==> config.mk <==
export PLATFORM = sky130hd
export DESIGN_NAME = rv32imf_rr_arbiter
export DESIGN_NICKNAME = d
export VERILOG_FILES = /design/src/rtl/rv32imf_rr_arbiter_pkg.sv /design/src/rtl/rv32imf_ff_one.sv /design/src/rtl/rv32imf_rr_arbiter.sv
export SDC_FILE = /design/constraint.sdc
export NUM_CORES = 1
export LEC_CHECK = 0
export BUFFER_PORTS_ARGS = -buffer_cell sky130_fd_sc_hd__buf_2
export CORE_MARGIN = 4
export CORE_UTILIZATION = 25
export CTS_CLUSTER_DIAMETER = 100
export CTS_CLUSTER_SIZE = 25
export DETAILED_ROUTE_END_ITERATION = 6
export HOLD_SLACK_MARGIN = 0.02
export PLACE_DENSITY = 0.66
export SYNTH_ARGS = -nofsm -noshare
export SYNTH_HDL_FRONTEND = slang
export SYNTH_SLANG_ARGS = --single-unit
export TNS_END_PERCENT = 10
==> constraint.sdc <==
create_clock -name clk_i -period 4.35 [get_ports clk_i]
set_input_delay 0.2175 -clock clk_i [delete_from_list [all_inputs] [get_ports clk_i]]
set_output_delay 0.2175 -clock clk_i [all_outputs]
set_load 0.02 [all_outputs]
==> src/rtl/rv32imf_rr_arbiter_pkg.sv <==
// Shared types for the rv32imf round-robin arbiter slice.
// Holds the lock-state encoding used by the zero-latency arbitration path.
package rv32imf_rr_arbiter_pkg;

   typedef enum logic {
      ARB_FREE   = 1'b0,
      ARB_LOCKED = 1'b1
   } arb_state_e;

endpackage

==> src/rtl/rv32imf_ff_one.sv <==
// Find-first-one: index of the lowest set bit of in_i, plus an all-zero flag.
// first_one_o is 0 when no bit is set.
module rv32imf_ff_one #(
   parameter  int unsigned LEN  = 4,
   localparam int unsigned IdxW = (LEN > 1) ? $clog2(LEN) : 1
) (
   input  logic [LEN-1:0]  in_i,
   output logic [IdxW-1:0] first_one_o,
   output logic            no_ones_o
);

   // Scan from the top so the lowest set index is written last and wins.
   always_comb begin
      first_one_o = '0;
      for (int unsigned i = LEN; i > 0; i--) begin
         if (in_i[i-1]) first_one_o = IdxW'(i - 1);
      end
   end

   assign no_ones_o = ~|in_i;

endmodule

==> src/rtl/rv32imf_rr_arbiter.sv <==
// Round-robin arbiter sharing one valid/ready port among NumReq requesters.
// Optional macro RV32IMF_RR_ARB_OUT_REG_EN adds a one-entry output register.
module rv32imf_rr_arbiter
   import rv32imf_rr_arbiter_pkg::*;
#(
   parameter  int unsigned NumReq    = 4,
   parameter  int unsigned DataWidth = 32,
   localparam int unsigned IdxW      = $clog2(NumReq)
) (
   input  logic                              clk_i,
   input  logic                              rst_ni,
   input  logic                              flush_i,
   input  logic [NumReq-1:0]                 req_i,
   input  logic [NumReq-1:0][DataWidth-1:0]  data_i,
   output logic [NumReq-1:0]                 gnt_o,
   output logic                              valid_o,
   input  logic                              ready_i,
   output logic [DataWidth-1:0]              data_o,
   output logic [IdxW-1:0]                   idx_o
);

   typedef logic [IdxW-1:0] req_idx_t;

   req_idx_t              r_last;
   logic [NumReq-1:0]     w_mask;
   logic [NumReq-1:0]     w_masked;
   req_idx_t              w_sel_m;
   req_idx_t              w_sel_u;
   req_idx_t              w_sel;
   logic                  w_none_m;
   logic                  w_none_u;
   logic                  w_any;

   logic                  w_gnt_en;
   req_idx_t              w_gnt_idx;
   logic                  w_out_valid;
   req_idx_t              w_out_idx;
   logic [DataWidth-1:0]  w_out_data;

   always_comb begin
      w_mask = '0;
      for (int unsigned i = 0; i < NumReq; i++) begin
         w_mask[i] = (i > 32'(r_last));
      end
   end

   assign w_masked = req_i & w_mask;

   rv32imf_ff_one #(
      .LEN (NumReq)
   ) u_ff_masked (
      .in_i        (w_masked),
      .first_one_o (w_sel_m),
      .no_ones_o   (w_none_m)
   );

   rv32imf_ff_one #(
      .LEN (NumReq)
   ) u_ff_all (
      .in_i        (req_i),
      .first_one_o (w_sel_u),
      .no_ones_o   (w_none_u)
   );

   assign w_sel = w_none_m ? w_sel_u : w_sel_m;
   assign w_any = ~w_none_u;

`ifndef RV32IMF_RR_ARB_OUT_REG_EN

   arb_state_e r_state;
   arb_state_e w_state_nxt;
   req_idx_t   r_lock_idx;
   logic       w_locked;
   req_idx_t   w_idx;
   logic       w_hs;
   logic       w_stall;

   assign w_idx   = w_locked ? r_lock_idx : w_sel;
   // A flushed cycle is neither a handshake nor a stall.
   assign w_hs    = w_any &  ready_i & ~flush_i;
   assign w_stall = w_any & ~ready_i & ~flush_i;

   always_ff @(posedge clk_i or negedge rst_ni) begin
      if (!rst_ni) r_state <= ARB_FREE;
      else         r_state <= w_state_nxt;
   end

   always_comb begin
      w_state_nxt = r_state;
      if (flush_i)      w_state_nxt = ARB_FREE;
      else if (w_stall) w_state_nxt = ARB_LOCKED;
      else if (w_hs)    w_state_nxt = ARB_FREE;
   end

   always_comb begin
      w_locked = (r_state == ARB_LOCKED);
   end

   always_ff @(posedge clk_i or negedge rst_ni) begin
      if (!rst_ni) begin
         r_lock_idx <= '0;
         r_last     <= req_idx_t'(NumReq - 1);
      end else begin
         if (w_stall) r_lock_idx <= w_idx;
         if (w_hs)    r_last     <= w_idx;
      end
   end

   assign w_gnt_en    = w_hs;
   assign w_gnt_idx   = w_idx;
   assign w_out_valid = w_any;
   assign w_out_idx   = w_idx;
   assign w_out_data  = data_i[w_idx];

`else

   logic                 r_out_valid;
   logic [DataWidth-1:0] r_out_data;
   req_idx_t             r_out_idx;
   logic                 w_can_load;
   logic                 w_grant;

   assign w_can_load = ~r_out_valid | ready_i;
   assign w_grant    = w_any & w_can_load & ~flush_i;

   always_ff @(posedge clk_i or negedge rst_ni) begin
      if (!rst_ni) begin
         r_out_valid <= 1'b0;
         r_out_data  <= '0;
         r_out_idx   <= '0;
         r_last      <= req_idx_t'(NumReq - 1);
      end else if (flush_i) begin
         r_out_valid <= 1'b0;
      end else if (w_grant) begin
         r_out_valid <= 1'b1;
         r_out_data  <= data_i[w_sel];
         r_out_idx   <= w_sel;
         r_last      <= w_sel;
      end else if (ready_i) begin
         r_out_valid <= 1'b0;
      end
   end

   assign w_gnt_en    = w_grant;
   assign w_gnt_idx   = w_sel;
   assign w_out_valid = r_out_valid;
   assign w_out_idx   = r_out_idx;
   assign w_out_data  = r_out_data;

`endif

   // Outputs are forced idle while reset is asserted, even with requests pending.
   always_comb begin
      gnt_o = '0;
      for (int unsigned i = 0; i < NumReq; i++) begin
         gnt_o[i] = rst_ni & w_gnt_en & (w_gnt_idx == req_idx_t'(i));
      end
   end

   assign valid_o = rst_ni & w_out_valid;
   assign idx_o   = rst_ni ? w_out_idx  : '0;
   assign data_o  = rst_ni ? w_out_data : '0;

endmodule

==> flow_summary.ini <==
[floorplanning]
dieArea_sq_um = 6730
die_h_um = 82.0
core_area_sq_um = 5200
num_rows = 26
num_io_pins = 175
die_w_um = 82.0
initial_utilization_pct = 26.3

[pwr]
vdd_drop_max_uv = 349
power_leakage_nw = 1.39
powerDensity_nw_per_um2 = 382

[clock_tree]
cts_tree = done
cts_resized = 0
ctsHoldBuffers = 1
clock-sinks = 5
h-tree-depth = 1
numCtsBuffers = 3
cts_root_buf = clkbuf_8
clock_latency_ns = 0.22
path_clk_slew_ns = 0.04
clock_path_buffers = 2
post_cts_buffers = 0

[synth]
async_reset_ff_share_pct = 100
synth_common_cells = 64 x mux2i_1, 32 x o22ai_1, 4 x buf_12
synth_area_per_cell_sq_um = 9.01
ys.flop_type = dfrtp_1
ys_top_cells_by_area = mux2i_1 47%, o22ai_1 15%, buf_12 5.8%
synth.top_cell.area_share_pct = 46.8
yosysWarnings = 0
yosysTopAreaCell = mux2i_1
synth-seq-cells = 5
synth_most_common_cell = mux2i_1
synth_cell_type_count = 30
yosysSeqAreaShare_pct = 9.32
synthCells = 152
synth_area_sq_um = 1370
syn_nets = 288
synth_edf_count = 0

[placed_design]
gp_congestion = 0.810
dpl.hpwl_mm = 4.50
io_buffers = 174
dp_slack_ns = 1.60

[detailed_routing]
via_count = 1863
drt-total-wl_mm = 5.44
wl_per_cell_um = 14.0
drtIter0Drc = 25
ant_nets = 0
drtPass1Iterations = 4
via_per_inst = 4.78
drc = 0

[worst_setup_path]
cp_num_buf_inv = 1
path_max_fanout = 33
rr_startpoint = r_last[0]
cp_cell_sequence = and2b_2 > a211oi_1 > a22o_2 > nand2_1 > o22ai_1 > buf_2
worstSetupPathType = reg2out
critPathCaptureType = primary output
rr_worst_depth = 5
start_kind = register
reg2reg_to = r_lock_idx[0]
cp_slowest_stage_delay_ns = 0.69
cp-endpoint = data_o[2]
cp.required_ns = 4.13
cp.depth = 6
crit_path_start = r_last[0]
slowest_stage = nand2_1
rrSetupSlack_ns = 2.21
crit_arrival_ns = 2.78
crit_family = simple AND/OR/NAND/NOR gates

[grt]
grt_max_degree = 37
grt_usage_pct = 13.1
grt_pass1_vias = 1712
overflow = 0
grt_pass1_wl_mm = 7.20
antenna_found_initial = 0

[finish]
n_antenna_cell = 0
synthToLayoutAreaGrowth_pct = 65.3
final_nets = 457
layout-drive-gt1-share_pct = 59.4

[timing]
rsz0062_at_grt = false
final-setup-viol-count = 0
relSlewSlack_pct = 22.0
finalCritPeriodShare_pct = 68.8
slew_viol_final = 0
fin_tns_setup_ns = 0
tightest_slew_ns = 1.17
fmax_mhz = 334
hold_viol = 0
min_period_ns = 2.99
setup_slack_ns = 1.36
finClkSkew_ns = 0.00318

[run]
drv_cap = 0

[worst_hold_path]
hold_path_depth = 2
hp-class = in2reg

[run_status]
status = finished clean
==> worst register-to-register path, cell delays in order, from the launching register on <==
cell and delay (ns):
dfstp_2 0.54, and2b_2 0.22, nor4b_1 0.52, a311oi_4 0.09, buf_4 0.31, mux2_2 0.33
==> flip-flops by register name, summed over array words and instances (netlist names) <==
| name | count |
|---|---|
| r_last | 2 |
| r_lock_idx | 2 |
| r_state | 1 |
==> routing by layer <==
metal	routed length [um]	GRT usage, %	up-vias
met1	1960	13.8	814
met5	0	0	-
met3	702	3.62	6
met4	46	3.16	0
li1	-	-	944
met2	2730	25.4	99
==> metrics by stage <==
step                std cells  hold slack (ns)  cell area (sq um)  power [mW]  util [%]
floorplan                 152          -0.0781               1370       0.665         -
detailed placement        385           0.0696               2210       0.789      42.5
global placement          385           0.0710               2210       0.772      42.5
global route              390            0.197               2260       0.929      43.5
finish                    390            0.183               2260       0.866      43.5
CTS                       390            0.180               2260       0.875      43.5
==> cells in the final DEF (no fill, tap or decap), drive strengths merged, types with 2 or more instances in the layout <==
cell,n
inv,3
and2b,2
buf,177
dfrtp,3
mux2i,64
nor3,3
clkbuf,4
nor3b,3
mux2,3
nand2,3
dfstp,2
nand2b,2
nor2b,2
o22ai,32
a21oi,2
nor2,3
==> worst min-delay path by stage <==
stage             from            end  slack [ns]
2_1_floorplan   rst_ni  r_lock_idx[0]       -0.08
3_3_place_gp    rst_ni        r_state        0.07
3_5_place_dp    rst_ni        r_state        0.07
4_1_cts        flush_i        r_state        0.18
5_1_grt        flush_i        r_state        0.20
6_report       flush_i        r_state        0.18
==> where the power goes <==
part / switching (mW) / internal [mW]
combinational: 0.388 / 0.314
clock: 0.0216 / 0.0628
sequential: 0.0123 / 0.0678
==> cell type report <==
cell class / instances / area, sq um
clock buffers: 4 / 45.0
fillers: 547 / 2940
inverters: 3 / 11.3
multi-input cells: 130 / 1090
flip-flops and latches: 5 / 128
well taps: 70 / 87.6
repair buffers: 178 / 903
==> logic make-up after synthesis <==
kind of cell	Yosys count	share of synthesized area (%)
AND/OR/NAND/NOR	22	9.68
buffers and inverters	17	12.4
flip-flops	5	9.31
multiplexers	67	49.2
AO/OA/AOI/OAI	41	19.4
(Power assumes the default switching activity.)
